--- config.mk ---
export PLATFORM = sky130hd
export DESIGN_NAME = spidergon_switch_allocator
export DESIGN_NICKNAME = d
export VERILOG_FILES = /design/src/rtl/spidergon_pkg.sv /design/src/rtl/spidergon_rr_arbiter.sv /design/src/rtl/spidergon_switch_allocator.sv
export SDC_FILE = /design/constraint.sdc
export NUM_CORES = 1
export LEC_CHECK = 0
export ABC_AREA = 1
export BUFFER_PORTS_ARGS = -buffer_cell sky130_fd_sc_hd__buf_2
export CORE_MARGIN = 2
export CORE_UTILIZATION = 63
export CTS_CLUSTER_SIZE = 16
export DETAILED_ROUTE_END_ITERATION = 8
export GPL_TIMING_DRIVEN = 0
export HOLD_SLACK_MARGIN = 0.02
export PLACE_DENSITY_LB_ADDON = 0.08
export SLEW_MARGIN = 10
export SYNTH_ARGS = -nofsm -noshare
export SYNTH_HDL_FRONTEND = slang
export SYNTH_SLANG_ARGS = --single-unit
--- constraint.sdc ---
create_clock -name clk -period 6.6 [get_ports clk]
set_clock_uncertainty 0.2 [all_clocks]
set_input_delay 0.99 -clock clk [delete_from_list [all_inputs] [get_ports clk]]
set_output_delay 0.99 -clock clk [all_outputs]
set_load 0.05 [all_outputs]
--- src/rtl/spidergon_pkg.sv ---
// Shared definitions for the spidergon node switch allocator: flit types,
// route directions and the per-output-port lock FSM state.
package spidergon_pkg;

    localparam logic [1:0] HEAD_FLIT = 2'b01;
    localparam logic [1:0] BODY_FLIT = 2'b10;
    localparam logic [1:0] TAIL_FLIT = 2'b00;
    localparam logic [1:0] HEADER    = 2'b11;

    localparam logic [1:0] ANTI_CLOCKWISE = 2'd0;
    localparam logic [1:0] CLOCKWISE      = 2'd1;
    localparam logic [1:0] ACROSS         = 2'd2;
    localparam logic [1:0] STOP           = 2'd3;

    typedef enum logic {
        IDLE,
        LOCKED
    } port_state_t;

    // Flits that may open a new allocation (head or single-flit header).
    function automatic logic is_head_type(input logic [1:0] flit_type);
        return (flit_type == HEAD_FLIT) || (flit_type == HEADER);
    endfunction

endpackage

--- src/rtl/spidergon_rr_arbiter.sv ---
// Rotating-priority arbiter: the requester just after ptr has highest
// priority; the grant is one-hot (or zero when nothing requests).
module spidergon_rr_arbiter #(
    parameter int N     = 4,
    parameter int PTR_W = $clog2(N)
) (
    input  logic [N-1:0]     req,
    input  logic [PTR_W-1:0] ptr,
    output logic [N-1:0]     grant
);

    int unsigned idx;
    logic        found;

    always_comb begin
        grant = '0;
        found = 1'b0;
        idx   = 0;
        for (int unsigned i = 1; i <= N; i++) begin
            idx = (int'(ptr) + i) % N;
            if (!found && req[idx]) begin
                grant[idx] = 1'b1;
                found      = 1'b1;
            end
        end
    end

endmodule

--- src/rtl/spidergon_switch_allocator.sv ---
// Per-node wormhole switch allocator for a spidergon router (3 links, 4 requesters).
// Optional stall watchdog enabled by defining SPIDERGON_ALLOC_TIMEOUT_EN.
module spidergon_switch_allocator
    import spidergon_pkg::*;
#(
    parameter int NUM_OF_PORTS            = 3,
    parameter int NUM_OF_REQUESTERS       = 4,
    parameter int NUM_OF_VIRTUAL_CHANNELS = 2,
    parameter int VC_WIDTH                = (NUM_OF_VIRTUAL_CHANNELS > 1) ? $clog2(NUM_OF_VIRTUAL_CHANNELS) : 1,
    parameter int DIRECTION_WIDTH         = 2,
    parameter int HEAD_TAIL               = 2,
    parameter int TIMEOUT_CYCLES          = 64
) (
    input  logic                                          clk,
    input  logic                                          reset,
    input  logic [NUM_OF_REQUESTERS-1:0]                  req_valid,
    input  logic [NUM_OF_REQUESTERS*DIRECTION_WIDTH-1:0]  req_out_port,
    input  logic [NUM_OF_REQUESTERS*HEAD_TAIL-1:0]        req_flit_type,
    input  logic [NUM_OF_REQUESTERS*VC_WIDTH-1:0]         req_vc,
    input  logic [NUM_OF_PORTS*NUM_OF_VIRTUAL_CHANNELS-1:0] adjacent_node_vc_are_full,
    output logic [NUM_OF_PORTS*NUM_OF_REQUESTERS-1:0]     grant,
    output logic [NUM_OF_PORTS*VC_WIDTH-1:0]              out_vc,
    output logic [NUM_OF_PORTS-1:0]                       flit_data_output_are_valid,
    output logic [NUM_OF_REQUESTERS-1:0]                  req_pop,
    output logic [NUM_OF_PORTS-1:0]                       port_locked,
    output logic                                          protocol_error
`ifdef SPIDERGON_ALLOC_TIMEOUT_EN
    ,
    output logic [NUM_OF_PORTS-1:0]                       alloc_timeout
`endif
);

    localparam int NP = NUM_OF_PORTS;
    localparam int NR = NUM_OF_REQUESTERS;
    localparam int NV = NUM_OF_VIRTUAL_CHANNELS;
    localparam int RW = $clog2(NR);

    logic [DIRECTION_WIDTH-1:0] rq_port [NR];
    logic [HEAD_TAIL-1:0]       rq_type [NR];
    logic [VC_WIDTH-1:0]        rq_vc   [NR];

    port_state_t          state      [NP];
    port_state_t          state_next [NP];
    logic [RW-1:0]        owner      [NP];
    logic [RW-1:0]        owner_next [NP];
    logic [VC_WIDTH-1:0]  vc_q       [NP];
    logic [VC_WIDTH-1:0]  vc_next    [NP];
    logic [RW-1:0]        rr_ptr     [NP];
    logic [RW-1:0]        rr_next    [NP];

    logic [NR-1:0]        eligible   [NP];
    logic [NR-1:0]        arb_grant  [NP];
    logic [NP-1:0]        win_any;
    logic [RW-1:0]        win_idx    [NP];
    logic [NP-1:0]        xfer;
    logic [NP-1:0]        timeout_hit;
    logic                 err_now;
    logic                 err_q;

`ifdef SPIDERGON_ALLOC_TIMEOUT_EN
    localparam int CNT_W = $clog2(TIMEOUT_CYCLES + 1);
    logic [CNT_W-1:0]     stall_cnt      [NP];
    logic [CNT_W-1:0]     stall_cnt_next [NP];
`endif

    always_comb begin
        for (int unsigned r = 0; r < NR; r++) begin
            rq_port[r] = req_out_port[r*DIRECTION_WIDTH +: DIRECTION_WIDTH];
            rq_type[r] = req_flit_type[r*HEAD_TAIL +: HEAD_TAIL];
            rq_vc[r]   = req_vc[r*VC_WIDTH +: VC_WIDTH];
        end
    end

    // New packets compete only when their target VC downstream has room.
    always_comb begin
        for (int unsigned p = 0; p < NP; p++) begin
            for (int unsigned r = 0; r < NR; r++) begin
                eligible[p][r] = req_valid[r]
                              && (rq_port[r] == DIRECTION_WIDTH'(p))
                              && is_head_type(rq_type[r])
                              && !adjacent_node_vc_are_full[p*NV + int'(rq_vc[r])];
            end
        end
    end

    for (genvar gp = 0; gp < NP; gp++) begin : g_arb
        spidergon_rr_arbiter #(
            .N     (NR),
            .PTR_W (RW)
        ) u_arb (
            .req   (eligible[gp]),
            .ptr   (rr_ptr[gp]),
            .grant (arb_grant[gp])
        );
    end

    always_comb begin
        timeout_hit = '0;
        for (int unsigned p = 0; p < NP; p++) begin
            win_any[p] = |arb_grant[p];
            win_idx[p] = '0;
            for (int unsigned r = 0; r < NR; r++) begin
                if (arb_grant[p][r]) win_idx[p] = RW'(r);
            end
            xfer[p] = (state[p] == LOCKED)
                   && req_valid[owner[p]]
                   && (rq_port[owner[p]] == DIRECTION_WIDTH'(p))
                   && !is_head_type(rq_type[owner[p]])
                   && !adjacent_node_vc_are_full[p*NV + int'(vc_q[p])];
`ifdef SPIDERGON_ALLOC_TIMEOUT_EN
            timeout_hit[p] = (state[p] == LOCKED) && !xfer[p]
                          && (stall_cnt[p] == CNT_W'(TIMEOUT_CYCLES - 1));
`endif
        end
    end

    // Protocol checks: continuation flits need an owned port, and an owner
    // must not start a new packet before its tail has left.
    always_comb begin
        logic owns;
        err_now = 1'b0;
        for (int unsigned r = 0; r < NR; r++) begin
            owns = 1'b0;
            for (int unsigned p = 0; p < NP; p++) begin
                if ((state[p] == LOCKED) && (owner[p] == RW'(r))) owns = 1'b1;
            end
            if (req_valid[r] && (rq_port[r] != STOP) && !is_head_type(rq_type[r]) && !owns)
                err_now = 1'b1;
        end
        for (int unsigned p = 0; p < NP; p++) begin
            if ((state[p] == LOCKED) && req_valid[owner[p]] && is_head_type(rq_type[owner[p]]))
                err_now = 1'b1;
        end
    end

    always_ff @(posedge clk) begin
        if (reset) begin
            for (int unsigned p = 0; p < NP; p++) begin
                state[p]  <= IDLE;
                owner[p]  <= '0;
                vc_q[p]   <= '0;
                rr_ptr[p] <= RW'(NR - 1);
`ifdef SPIDERGON_ALLOC_TIMEOUT_EN
                stall_cnt[p] <= '0;
`endif
            end
            err_q <= 1'b0;
        end else begin
            for (int unsigned p = 0; p < NP; p++) begin
                state[p]  <= state_next[p];
                owner[p]  <= owner_next[p];
                vc_q[p]   <= vc_next[p];
                rr_ptr[p] <= rr_next[p];
`ifdef SPIDERGON_ALLOC_TIMEOUT_EN
                stall_cnt[p] <= stall_cnt_next[p];
`endif
            end
            if (err_now) err_q <= 1'b1;
        end
    end

    always_comb begin
        for (int unsigned p = 0; p < NP; p++) begin
            state_next[p] = state[p];
            owner_next[p] = owner[p];
            vc_next[p]    = vc_q[p];
            rr_next[p]    = rr_ptr[p];
            unique case (state[p])
                IDLE: begin
                    if (win_any[p]) begin
                        rr_next[p] = win_idx[p];
                        if (rq_type[win_idx[p]] == HEAD_FLIT) begin
                            state_next[p] = LOCKED;
                            owner_next[p] = win_idx[p];
                            vc_next[p]    = rq_vc[win_idx[p]];
                        end
                    end
                end
                LOCKED: begin
                    if (xfer[p] && (rq_type[owner[p]] == TAIL_FLIT)) state_next[p] = IDLE;
                    if (timeout_hit[p]) begin
                        state_next[p] = IDLE;
                        rr_next[p]    = owner[p];
                    end
                end
                default: state_next[p] = IDLE;
            endcase
`ifdef SPIDERGON_ALLOC_TIMEOUT_EN
            if ((state[p] == LOCKED) && !xfer[p] && !timeout_hit[p])
                stall_cnt_next[p] = stall_cnt[p] + 1'b1;
            else
                stall_cnt_next[p] = '0;
`endif
        end
    end

    // Allocation is zero-latency: grant, valid and pop follow the inputs combinationally.
    always_comb begin
        logic [NR-1:0] g;
        grant                      = '0;
        out_vc                     = '0;
        flit_data_output_are_valid = '0;
        req_pop                    = '0;
        port_locked                = '0;
        for (int unsigned p = 0; p < NP; p++) begin
            g = '0;
            if (!reset) begin
                if ((state[p] == IDLE) && win_any[p]) begin
                    g                             = arb_grant[p];
                    flit_data_output_are_valid[p] = 1'b1;
                    out_vc[p*VC_WIDTH +: VC_WIDTH] = rq_vc[win_idx[p]];
                end else if ((state[p] == LOCKED) && xfer[p]) begin
                    g[owner[p]]                   = 1'b1;
                    flit_data_output_are_valid[p] = 1'b1;
                    out_vc[p*VC_WIDTH +: VC_WIDTH] = vc_q[p];
                end
                port_locked[p] = (state[p] == LOCKED);
            end
            grant[p*NR +: NR] = g;
            req_pop           = req_pop | g;
        end
    end

    assign protocol_error = err_q & ~reset;

`ifdef SPIDERGON_ALLOC_TIMEOUT_EN
    assign alloc_timeout = timeout_hit & {NP{~reset}};
`endif

endmodule

==> metrics <==
status finished clean; Critical Path Most Common Cell nand2_1; number of flops mapped to enable cells by yosys 0; WL final 11800 um; # IOs 58; input/output buffers 57; via count approximately 4600; CTS tree yes; fraction of layout cells with a size suffix above 1 between 15 and 20%; final critical-path required period 4.51 ns; Final Setup Violations 0; Slew HR 59.5%; Synth cell types 36; unrepaired setup endpoints after global routing false; most common cell after layout, fill and taps aside nand2_1; Ant. Diodes 0; Worst R2R End vc_q[0][2]; Max Clock Freq roughly 0.22 GHz; Crit. End Element primary output; H-Tree Depth 1; Core Footprint approximately 5400 sq um; worst hold path depth 2; Critical Path AT around 3.3 ns; Mapped Cells ~630; Hold WC Path Type register to register; Die X 78.3 um; RR Startpoint rr_ptr[0][4]; Synthesized Nets 682; global-route wire length before repair 18900 um; Seq/Total Area, Yosys between 10% and 20%; fillcell total 511; Sum Neg Setup Slack 0 ns; register bit total from synthesis 19; nets@finish 744; final worst-path cycle share 68.4%; hold_ws 0.304 ns; crit start category primary input; crit path kind primary input to primary output; Worst-path clk slew about 0.08 ns; total leakage power 2.22 nW; final hold vios 0; vias per std cell 6.00; Clock Latency Late Sink 0.26 ns; worst-path maximum fanout 8; CTS Sinks 19; total grt overflow 0; Buf+Inv Stages, Crit Path 4; clk buf depth 2; Ys Warns 0; DRT Pass-1 Iters 9; CTS Hold Bufs 0; vias in the first global route 4028; Top delay family on crit path simple AND/OR/NAND/NOR gates; Critical Path Max Stage Delay 0.28 ns; CTS Buf Count 3; dpl hpwl between 9000 and 10000 um; Slew Limit Fails 0; initial antenna violation count 0; WL per Instance around 15 um; slowest CP cell buf_2; drt drc 0; All-Layer GR Usage 38.3%; Post-Syn Area 3480 sq um; row count 27; Initial Util 64.4%; synth-to-layout area growth 12.1%; flop-to-flop setup slack between 3 and 4 ns; reg2reg path depth 17; commonest non-fill, non-tap cells in the layout nand2_1, nand3_1, nor2_1; Post-CTS Setup Inserts 0; post-CTS sizing 0; mean post-synth cell area 5.54 sq um; Synth async-reset ratio 0%; peak supply drop 334 uV; pin count of the biggest net entering global routing 12; Max-Cap Viols 0; Die ar. around 6000 sq um; DR iter-0 viols 604; worst-path cell chain buf_2 > inv_1 > nand2_1 > nor2_1 > nand3_1 > nand2_1 > nand2_1 > nand2_4 > nor2_4 > nand3_1 > nand3_2 > inv_2 > nand2_1 > nand2_1 > nor2_1 > nor2_1 > nand3_1 > a21oi_1 > buf_2; Routed Antenna Nets 0; Hold Startpoint err_q; Root Driver clkbuf_8; Post-synth top flop dfxtp_1; Worst Hold Endpoint err_q; Tightest Pin Transition between 0.6 and 0.7 ns; pwr dens 399 nW/um^2; gpl congestion 1.10; Die Y 78.3 um; CP required between 5 and 6 ns
final cells by class:
cell class | instances | area (sq um) | share of cell area (%)
Buffer | 4 | 22.5 | 0.577
Clock buffer | 3 | 41.3 | 1.06
Clock inverter | 1 | 5.00 | 0.128
Inverter | 89 | 337 | 8.62
Multi-Input combinational cell | 516 | 2740 | 70.3
Sequential cell | 19 | 380 | 9.74
Tap cell | 72 | 90.1 | 2.31
Timing Repair Buffer | 57 | 285 | 7.31
sequential cells by signal, indices dropped and copies added, names as in the netlist:
signal  cells
err_q       1
rr_ptr      6
vc_q        3
owner       6
state       3
synth_stat cells (4+ instances only):
library cell    n  area [sq um]
inv_2          11          41.3
dfxtp_1        19           380
nor2_4          5          56.3
a21oi_1        16          80.1
o22ai_1        12          75.1
nand2_4         7          78.8
nor2_2          7          43.8
inv_1          76           285
o21ai_1         4          20.0
nor2_1         79           297
nand3_1        90           450
nand3_2         9          90.1
o21ai_0        25           125
ha_1           22           275
nand2_2        11          68.8
a221oi_1        8          70.1
o2111ai_1       4          35.0
o221ai_1        4          35.0
nand2_1       191           717
power by group:
group          internal, mW  switching [mW]
logic                 0.351           0.879
registers             0.162          0.0775
clock network        0.0422          0.0459
total                 0.555            1.00
logic make-up after synthesis:
family                     Yosys count  share of synthesized area (%)
DFF                                 19                           10.9
AOI/OAI and AO/OA                   81                           14.9
buffers and inverters               93                           10.3
and+or+nand+nor                    413                           56.0
adders and majority gates           22                           7.91
how the worst max path moves through the flow:
stage / from / endpoint / cells past startpoint
floorplan: req_out_port[6] / req_pop[0] / 10
global placement: req_out_port[2] / out_vc[0] / 19
detailed placement: req_out_port[3] / out_vc[0] / 19
CTS: req_out_port[2] / out_vc[0] / 19
global route: rr_ptr[0][4] / req_pop[0] / 16
finish: req_out_port[2] / out_vc[0] / 19
worst reg2reg max path: stages, from the launching register on:
cell	delay [ns]
dfxtp_1	0.50
inv_1	0.24
ha_1	0.40
inv_1	0.10
nand3_1	0.10
nand2_2	0.14
inv_4	0.07
nor2_4	0.16
nand3_1	0.12
nand3b_1	0.23
nand2_2	0.13
nand2_4	0.10
nand2_1	0.06
nand2_1	0.11
nand3_4	0.13
nand2_1	0.09
nand2_1	0.04
nor2_1	0.09
per-layer routing:
layer  up-vias  global-route usage (%)  wire [um]
li1       2188                       -          -
met1      2011                    51.3       4870
met2       305                    63.4       5170
met3        62                    5.29       1330
met4         0                    12.8        407
met5         -                       0          0
per-stage QoR:
stage | std cells | utilization [%] | total power, mW | area, sq um | setup slack, ns
after floorplan | 628 | - | 1.17 | 3480 | 1.98
after global placement | 757 | 71.4 | 1.40 | 3860 | 2.24
after detailed placement | 757 | 71.4 | 1.44 | 3860 | 2.18
after CTS | 761 | 72.2 | 1.53 | 3900 | 2.17
after global routing | 761 | 72.2 | 1.69 | 3900 | 1.81
final | 761 | 72.2 | 1.56 | 3900 | 2.09
No activity file was read; power rests on OpenSTA's default activity.
